--- config.mk ---
export PLATFORM = sky130hd
export DESIGN_NAME = pc_branch_stack
export DESIGN_NICKNAME = d
export VERILOG_FILES = /design/src/rtl/pc_branch_stack_pkg.sv /design/src/rtl/pc_ret_stack.sv /design/src/rtl/pc_branch_stack.sv
export SDC_FILE = /design/constraint.sdc
export NUM_CORES = 1
export LEC_CHECK = 0
export CORE_ASPECT_RATIO = 0.7
export CORE_MARGIN = 5
export CORE_UTILIZATION = 60
export CTS_CLUSTER_SIZE = 24
export DETAILED_ROUTE_END_ITERATION = 10
export GPL_ROUTABILITY_DRIVEN = 0
export PLACE_DENSITY = 0.9
export SLEW_MARGIN = 30
export SYNTH_ARGS = -nofsm -noshare
export SYNTH_HDL_FRONTEND = slang
export SYNTH_SLANG_ARGS = --single-unit
--- constraint.sdc ---
create_clock -name clk -period 4.55 [get_ports clk]
set_input_delay 0.6825 -clock clk [delete_from_list [all_inputs] [get_ports clk]]
set_output_delay 0.6825 -clock clk [all_outputs]
set_load 0.005 [all_outputs]
--- src/rtl/pc_branch_stack_pkg.sv ---
// Shared definitions for the program-counter / branch unit.
//   - Instruction opcodes understood by pc_branch_stack.
//     B/BP/BN/BZ keep their established encodings.
//     CALL and RET sit on codes the instruction set did not use before.
//   - Enumerated classification of what an update cycle does to the PC.
package pc_branch_stack_pkg;

  localparam logic [3:0] B_OPCODE    = 4'h4;
  localparam logic [3:0] BP_OPCODE   = 4'h5;
  localparam logic [3:0] BN_OPCODE   = 4'h6;
  localparam logic [3:0] BZ_OPCODE   = 4'h7;
  localparam logic [3:0] CALL_OPCODE = 4'h9;
  localparam logic [3:0] RET_OPCODE  = 4'hA;

  // Action selected for one update cycle, before REPC gating.
  typedef enum logic [2:0] {
    XFER_HOLD,  // pc unchanged, no stack activity
    XFER_INC,   // sequential pc+1
    XFER_JUMP,  // relative branch taken
    XFER_CALL,  // push return address, jump to target
    XFER_RET,   // pop return address into pc
    XFER_ERR    // CALL on full / RET on empty stack
  } xfer_e;

endpackage

--- src/rtl/pc_ret_stack.sv ---
// Return-address LIFO for pc_branch_stack.
// Ports:
//   clk, reset_pc    clock, asynchronous active-high reset (empties the stack)
//   push, push_data  write push_data on top; ignored when full
//   pop              discard top entry; ignored when empty
//   top              current top entry (don't-care when empty)
//   full, empty      occupancy flags, combinational from the stack pointer
module pc_ret_stack #(
  parameter int PC_W        = 10,
  parameter int STACK_DEPTH = 4
) (
  input  logic            clk,
  input  logic            reset_pc,
  input  logic            push,
  input  logic            pop,
  input  logic [PC_W-1:0] push_data,
  output logic [PC_W-1:0] top,
  output logic            full,
  output logic            empty
);

  localparam int SP_W  = $clog2(STACK_DEPTH + 1);
  localparam int IDX_W = (STACK_DEPTH > 1) ? $clog2(STACK_DEPTH) : 1;

  logic [SP_W-1:0] sp;
  logic [SP_W-1:0] sp_m1;
  logic [PC_W-1:0] mem [STACK_DEPTH];

  assign full  = (sp == SP_W'(STACK_DEPTH));
  assign empty = (sp == '0);
  assign sp_m1 = sp - SP_W'(1);
  assign top   = mem[sp_m1[IDX_W-1:0]];

  // Only the pointer is reset; entry contents are meaningless once sp drops.
  always_ff @(posedge clk or posedge reset_pc) begin
    if (reset_pc) begin
      sp <= '0;
    end else if (push && !full) begin
      sp <= sp + SP_W'(1);
    end else if (pop && !empty) begin
      sp <= sp_m1;
    end
  end

  // sp < STACK_DEPTH whenever a push is accepted, so the truncated index is in range.
  always_ff @(posedge clk) begin
    if (push && !full) begin
      mem[sp[IDX_W-1:0]] <= push_data;
    end
  end

endmodule

--- src/rtl/pc_branch_stack.sv ---
// Program counter with PC-relative branches and a CALL/RET return stack.
// Ports:
//   clk, reset_pc     clock, asynchronous active-high reset
//   REPC              update enable; nothing changes when low
//   INC               sequential increment, overrides ir_opcode
//   ir_opcode         instruction opcode (see pc_branch_stack_pkg)
//   R_val             register value tested by BP/BN/BZ
//   ir_operand_addr   signed PC-relative offset
//   pc                registered program counter
//   taken             one-cycle pulse after an executed transfer
//   stack_full/empty  return stack occupancy
//   stack_err         sticky overflow/underflow flag, cleared only by reset
module pc_branch_stack
  import pc_branch_stack_pkg::*;
#(
  parameter int PC_W        = 10,
  parameter int DATA_W      = 8,
  parameter int OFF_W       = 8,
  parameter int STACK_DEPTH = 4
) (
  input  logic              clk,
  input  logic              reset_pc,
  input  logic              REPC,
  input  logic              INC,
  input  logic [3:0]        ir_opcode,
  input  logic [DATA_W-1:0] R_val,
  input  logic [OFF_W-1:0]  ir_operand_addr,
  output logic [PC_W-1:0]   pc,
  output logic              taken,
  output logic              stack_full,
  output logic              stack_empty,
  output logic              stack_err
);

  function automatic logic signed [PC_W-1:0] sext_off(input logic signed [OFF_W-1:0] off);
    return PC_W'(off);
  endfunction

  xfer_e           xfer;
  logic [PC_W-1:0] pc_inc;
  logic [PC_W-1:0] target;
  logic [PC_W-1:0] ret_addr;
  logic            push;
  logic            pop;

  // Both sums wrap naturally modulo 2^PC_W.
  assign pc_inc = pc + PC_W'(1);
  assign target = pc + $unsigned(sext_off($signed(ir_operand_addr)));

  always_comb begin
    xfer = XFER_HOLD;
    if (INC) begin
      xfer = XFER_INC;
    end else begin
      case (ir_opcode)
        B_OPCODE:    xfer = XFER_JUMP;
        BP_OPCODE:   if (!R_val[DATA_W-1]) xfer = XFER_JUMP;
        BN_OPCODE:   if (R_val[DATA_W-1])  xfer = XFER_JUMP;
        BZ_OPCODE:   if (R_val == '0)      xfer = XFER_JUMP;
        CALL_OPCODE: xfer = stack_full  ? XFER_ERR : XFER_CALL;
        RET_OPCODE:  xfer = stack_empty ? XFER_ERR : XFER_RET;
        default:     xfer = XFER_HOLD;
      endcase
    end
  end

  assign push = REPC && (xfer == XFER_CALL);
  assign pop  = REPC && (xfer == XFER_RET);

  pc_ret_stack #(
    .PC_W        (PC_W),
    .STACK_DEPTH (STACK_DEPTH)
  ) u_ret_stack (
    .clk       (clk),
    .reset_pc  (reset_pc),
    .push      (push),
    .pop       (pop),
    .push_data (pc_inc),
    .top       (ret_addr),
    .full      (stack_full),
    .empty     (stack_empty)
  );

  always_ff @(posedge clk or posedge reset_pc) begin
    if (reset_pc) begin
      pc        <= '0;
      taken     <= 1'b0;
      stack_err <= 1'b0;
    end else begin
      taken <= 1'b0;
      if (REPC) begin
        case (xfer)
          XFER_INC: pc <= pc_inc;
          XFER_JUMP, XFER_CALL: begin
            pc    <= target;
            taken <= 1'b1;
          end
          XFER_RET: begin
            pc    <= ret_addr;
            taken <= 1'b1;
          end
          XFER_ERR: stack_err <= 1'b1;
          default:  ;
        endcase
      end
    end
  end

endmodule

Word-level counts from Yosys, hierarchy flattened
Memories as Yosys holds them, arrays and structs flattened.
Cells that the tools add are included.

cells by class
  add/subtract/negate cells = 4
  multiply operators = 0
  divide/modulo/power cells = 0
  magnitude comparators = 0
  eq/ne operators = 12
  shift-type cells = 0
  muxes and demuxes = 14
  bitwise operators = 0
  reductions and logical operators = 14

operators by type and width
  cell                                                                 count
  10-bit one-hot mux with 3 select lines                               1
  3-bit one-hot mux with 6 select lines                                1
  4-bit by 3-bit == test with 1-bit output (second input constant)     4
  3-bit two-way mux                                                    4
  10-bit by 1-bit adder with 10-bit output (second input constant)     1
  10-bit adder                                                         1
  3-bit == test (second input constant)                                3
  4-bit == test (second input constant)                                2
  8-bit zero test                                                      1
  3-bit by 2-bit == test with 1-bit output (second input constant)     2
  2-bit two-way mux                                                    3
  1-bit two-way mux                                                    5
  1-bit logical AND                                                    4
  2-bit AND reduction                                                  2
  3-bit by 1-bit adder with 3-bit output (second input constant)       1
  3-bit by 1-bit == test with 1-bit output (second input constant)     1
  3-bit zero test                                                      1
  3-bit nonzero test                                                   1
  3-bit OR reduction                                                   1
  3-bit by 1-bit subtractor with 3-bit output (second input constant)  1
  1-bit zero test                                                      2
  2-bit nonzero test                                                   1
  2-bit OR reduction                                                   1

storage, ports and cells
  register bits = 15
  bits in latches = 0
  bits in writable memories = 40
  memory bits (read-only) = 0
  input bits = 24
  output and inout port bits = 14
  word-level logic and storage cells = 49
  memories kept = 1

memory list
  name             depth  bits a word  read ports  clocked after Yosys merged registers in  write ports  line                text
  u_ret_stack.mem  4      10           1           0                                        1            pc_ret_stack.sv:27  logic [PC_W-1:0] mem [STACK_DEPTH];

Longest topological paths before layout
  depth in word-level cells = 9
  gate-level depth with buffers = 11
  mapped depth without buffers = 9

Cells and area by module
From an unflattened synthesis, not the netlist that was laid out.

unflattened totals
  cell total of the unflattened synthesis = 258
  area, all modules = 3195.6 um2

modules (own cells, without submodules)
  module           times used  cells each  area an instance (um2)  seq. area each (um2)
  pc_ret_stack     1           84          1745.4                  1276.2
  pc_branch_stack  1           174         1450.1                  300.3

Least setup slack after synthesis
No wires, ideal clock.

  path type = input port to flip-flop
  start = input port ir_operand_addr[0]
  end = register pc[8]
  setup time = 0.125 ns
  arrival = 2.292 ns
  data required time = 4.425 ns
  path slack = 2.133 ns
  stages on the path = 9
  path buffers = 0
  cells stage by stage = ha_1 -> inv_1 -> fa_1 -> nor2b_4 -> o31a_1 -> o31a_1 -> or4_4 -> o211ai_2 -> a21oi_2

between the ends
  word-level cells in the longest chain between the ends = 2

ends and longest elaborated chain
  what                                    line                   text
  start: declaration                      pc_branch_stack.sv:27  input logic [OFF_W-1:0] ir_operand_addr,
  10-bit adder                            pc_branch_stack.sv:48  assign target = pc + $unsigned(sext_off($signed(ir_operand_addr)));
  10-bit one-hot mux with 3 select lines  pc_branch_stack.sv:92  case (xfer)
  end signal: assignment                  pc_branch_stack.sv:93  XFER_INC: pc <= pc_inc;
  end signal: assignment                  pc_branch_stack.sv:95  pc <= target;
  end signal: assignment                  pc_branch_stack.sv:99  pc <= ret_addr;
  end: declaration                        pc_branch_stack.sv:28  output logic [PC_W-1:0] pc,

No other way between the ends.
A chain may end at the register's enable or synchronous reset.

Worst setup path in the final report
  start = input port INC
  end = memory u_ret_stack.mem[0][5], enable pin

between the ends
  word-level cells in the longest chain between the ends = 6

ends and longest elaborated chain
  what                                      line                   text
  start: declaration                        pc_branch_stack.sv:24  input logic INC,
  3-bit two-way mux                         pc_branch_stack.sv:52  if (INC) begin
  3-bit by 2-bit == test with 1-bit output  pc_branch_stack.sv:67  assign push = REPC && (xfer == XFER_CALL);
  1-bit logical AND                         pc_branch_stack.sv:67
  1-bit logical AND                         pc_ret_stack.sv:47     if (push && !full) begin
  1-bit two-way mux                         pc_ret_stack.sv:47
  1-bit two-way mux (implied by the code)   pc_ret_stack.sv:48     mem[sp[IDX_W-1:0]] <= push_data;
  end: declaration                          pc_ret_stack.sv:27

No other way between the ends.

==> run summary <==
==============================================================================
Post-layout minimum cycle time ..................................     2.827 ns
Fin nets ........................................................          321
Via count of the first global-routing pass ......................        2,081
Endpoints failing setup .........................................            0
# rows ..........................................................           21
Antenna cell count ..............................................            0
Setup crit end kind .............................................     register
WP data arrival .................................................      2.78 ns
Worst ir drop on vdd ............................................  0.0003226 V
CP cell instances ............................................... clkdlybuf4s50_1 -> nor3b_1 -> nand3_1 -> o21a_1 -> nor2_2 -> and2_1
Hold bufs inserted after CTS ....................................            0
Total vias in the final route ...................................        2,128
Peak fanout along the critical path .............................           10
Share of layout cells above drive strength 1 ....................       0.1206
Average instance area after synthesis ...........................    12.68 um2
Delay of the slowest cell on the worst path .....................      0.52 ns
Crit start category .............................................    input pin
Top flip-flop cell by instance count after synthesis ............ sky130_fd_sc_hd__edfxtp_1
Post-place setup slack ..........................................     1.422 ns
GRT Overall Usage ...............................................       0.2173
Floorplan die area ..............................................     6669 um2
First-pass iteration count of the detailed router ...............            5
Setup bufs post-CTS .............................................            0
Inst Count DP ...................................................          343
Die Span Y ......................................................     69.84 um
Area growth from synthesis to layout ............................       17.73%
Count of flip-flops with a built-in enable after synthesis ......           40
Antenna violations before repair ................................            0
Final worst-path setup slack ....................................     1.723 ns
Number of synthesized register bits .............................           55
I/O pin total ...................................................           38
Power density over cell area .................................... 546.3 nW/um2
Dominant delay contributor by cell family on the critical path .. simple AND/OR/NAND/NOR gates
Async set-reset flop share out of synthesis .....................       0.2727
Area occupied by multi-input gates ..............................     1423 um2
Post-route DRC ..................................................            0
Final Slew Violations ...........................................            0
Wire length after detailed routing ..............................      6756 um
Drt first-iter violations .......................................          125
Number of filler cells placed in the layout .....................          309
Slew at the pin closest to its max-slew limit ...................    0.8190 ns
Number of violations of the max-capacitance limit ...............            0
Via-to-Cell Ratio ...............................................        6.063
Number of hold violations in the final report ...................            0
Critical path class .............................................    in -> reg
Sum of net half-perimeters after detailed placement .............      5150 um
Worst hold path type ............................................   reg -> reg
Post-detailed-route count of antenna-violating nets .............            0
Outcome ......................................................... finished clean
Post-Syn Area ...................................................     3069 um2
Leakage power figure ............................................     1.303 nW
PostCTS Resize Cnt ..............................................            0
Upper clock frequency limit .....................................    353.7 MHz
Yosys top cell area share .......................................       0.3914
CTS H-tree lvls .................................................            2
CTS clock-pin slew for the worst setup and hold paths ...........      0.09 ns
Register area share after synthesis .............................       0.5137
Largest net degree at the start of global routing ...............           21
Worst-case clock buffer depth ...................................            2
Die W ...........................................................     95.49 um
Total clock sinks ...............................................           55
Number of distinct library cells after synthesis ................           54
Global-route wire length before repair ..........................    11,010 um
CTS Root Buffer Type ............................................ sky130_fd_sc_hd__clkbuf_8
Leftover overflow at the end of global routing ..................            0
CTS tree ........................................................          yes
Initial standard-cell utilization of the core ...................       0.6314
Req. time, crit path ............................................      4.50 ns
Setup_tns .......................................................         0 ns
Worst slew slack as a fraction of its limit .....................       0.4499
Setup repair after global routing missed its margin .............        false
Setup slack on the worst flop-to-flop path ......................      1.82 ns
Final period utilization ........................................       0.6213
Count of buffers inserted at the top-level ports ................           37
Std-Cell Core Area ..............................................     4861 um2
Count of buffer and inverter cells on the critical path .........            1
Ranking of synthesized cells by area ............................ sky130_fd_sc_hd__edfxtp_1 39%, sky130_fd_sc_hd__dfrtp_1 12%, sky130_fd_sc_hd__mux4_2 7.3%
Instance count of the mapped netlist ............................          242
Synthesized netlist net count ...................................          282
Worst skew pair latency .........................................      0.31 ns
Total of warnings raised by yosys ...............................            0
Number of buffers added by the clock tree synthesis step ........            5
Yosys top cell by area .......................................... sky130_fd_sc_hd__edfxtp_1
Layout Cells excl Fill ..........................................          351
Detailed-route wire length per cell .............................     19.25 um
Standard cell with the maximum stage delay on the critical path . sky130_fd_sc_hd__clkdlybuf4s50_1
Worst clock skew ................................................  0.007564 ns
Total area of sequential cells ..................................     1577 um2
==============================================================================
## power breakdown
part	switching (mW)	internal, mW	total [mW]	leakage [nW]
clock network	0.161	0.164	0.325	0.0581
registers	0.0941	0.656	0.750	0.551
logic	0.456	0.443	0.899	0.694
## through the flow
| step | power, mW | cell area [um2] | util | hold WS [ns] |
|---|---|---|---|---|
| floorplan | 1.353 | 3069 | - | 0.4678 |
| global placement | 1.623 | 3497 | 0.7194 | 0.4640 |
| detailed placement | 1.655 | 3501 | 0.7202 | 0.4622 |
| CTS | 1.972 | 3613 | 0.7434 | 0.4855 |
| global route | 2.100 | 3613 | 0.7434 | 0.5041 |
| finish | 1.974 | 3613 | 0.7434 | 0.4798 |
## cells in the mapped netlist (2+ instances only)
library cell / instances
sky130_fd_sc_hd__a21oi_1: 8
sky130_fd_sc_hd__mux4_2: 10
sky130_fd_sc_hd__and2_1: 6
sky130_fd_sc_hd__nand4_1: 3
sky130_fd_sc_hd__nand2_1: 18
sky130_fd_sc_hd__nand3b_1: 2
sky130_fd_sc_hd__o21ai_0: 13
sky130_fd_sc_hd__o21a_1: 3
sky130_fd_sc_hd__nor2_2: 2
sky130_fd_sc_hd__nand3_1: 5
sky130_fd_sc_hd__xnor2_1: 11
sky130_fd_sc_hd__o21bai_1: 3
sky130_fd_sc_hd__inv_1: 10
sky130_fd_sc_hd__o31a_1: 2
sky130_fd_sc_hd__and3_1: 4
sky130_fd_sc_hd__ha_1: 15
sky130_fd_sc_hd__nand2b_1: 5
sky130_fd_sc_hd__nor3_1: 2
sky130_fd_sc_hd__xor2_1: 3
sky130_fd_sc_hd__edfxtp_1: 40
sky130_fd_sc_hd__dfrtp_1: 15
sky130_fd_sc_hd__buf_2: 2
sky130_fd_sc_hd__o211ai_1: 3
sky130_fd_sc_hd__nor3b_1: 2
sky130_fd_sc_hd__a21oi_2: 2
sky130_fd_sc_hd__clkbuf_1: 2
sky130_fd_sc_hd__a22o_1: 2
sky130_fd_sc_hd__o21ai_1: 4
sky130_fd_sc_hd__nor2b_1: 4
sky130_fd_sc_hd__a221oi_2: 2
sky130_fd_sc_hd__a211oi_1: 5
sky130_fd_sc_hd__a22oi_1: 2
sky130_fd_sc_hd__nor2_1: 11
## metal layers
layer	vias to the layer above	GRT usage	routed length, um
met5	-	0	0
met2	85	0.3274	3116
met1	1028	0.3129	3003
li1	1008	-	-
met3	7	0.06074	580
met4	0	0.05047	55
## cell families after synthesis
kind of cell,synth area share
DFF,0.5137
buffers and inverters,0.02406
and+or+nand+nor,0.1390
AOI/OAI and AO/OA,0.1354
adders and majority gates,0.06767
muxes,0.08031
xor gates and xnor gates,0.03995
## area by class of cell
class                      count  share of cell area
timing repair buffer          38              0.1046
clock buffer                   5             0.01904
sequential                    55              0.4363
tap                           69             0.02389
multi-input combinational    171              0.3937
clock inverter                 3             0.01212
inverter                      10             0.01039
## flip-flops by register name (all words and copies together), names as in the netlist
name / count
taken: 1
u_ret_stack.sp: 3
stack_err: 1
pc: 10
u_ret_stack.mem: 40
## cells in the final DEF (no fill, tap or decap), types with 4 or more instances in the layout
cell type | Yosys | layout
sky130_fd_sc_hd__and3_1 | 4 | 4
sky130_fd_sc_hd__nand2_1 | 18 | 18
sky130_fd_sc_hd__mux4_2 | 10 | 10
sky130_fd_sc_hd__nand2b_1 | 5 | 5
sky130_fd_sc_hd__ha_1 | 15 | 15
sky130_fd_sc_hd__nor2_1 | 11 | 11
sky130_fd_sc_hd__inv_1 | 10 | 10
sky130_fd_sc_hd__o21ai_0 | 13 | 13
sky130_fd_sc_hd__clkdlybuf4s50_1 | 0 | 37
sky130_fd_sc_hd__edfxtp_1 | 40 | 40
sky130_fd_sc_hd__a211oi_1 | 5 | 5
sky130_fd_sc_hd__nand3_1 | 5 | 5
sky130_fd_sc_hd__xnor2_1 | 11 | 11
sky130_fd_sc_hd__and2_1 | 6 | 6
sky130_fd_sc_hd__nor2b_1 | 4 | 4
sky130_fd_sc_hd__clkbuf_8 | 0 | 5
sky130_fd_sc_hd__a21oi_1 | 8 | 8
sky130_fd_sc_hd__dfrtp_1 | 15 | 15
## final timing paths
kind | endpoint | from | cells past startpoint
setup / recovery | u_ret_stack.mem[0][5]$_DFFE_PP_ | INC | 6
hold / removal | stack_err$_DFFE_PP0P_ | stack_err$_DFFE_PP0P_ | 1
setup reg to reg | pc[1]$_DFFE_PP0P_ | u_ret_stack.sp[0]$_DFFE_PP0P_ | 9
hold reg to reg | stack_err$_DFFE_PP0P_ | stack_err$_DFFE_PP0P_ | 1
max in group asynchronous | stack_err$_DFFE_PP0P_ | reset_pc | 2
min in group asynchronous | u_ret_stack.sp[1]$_DFFE_PP0P_ | reset_pc | 2
Power figures use the tool's default switching activity.
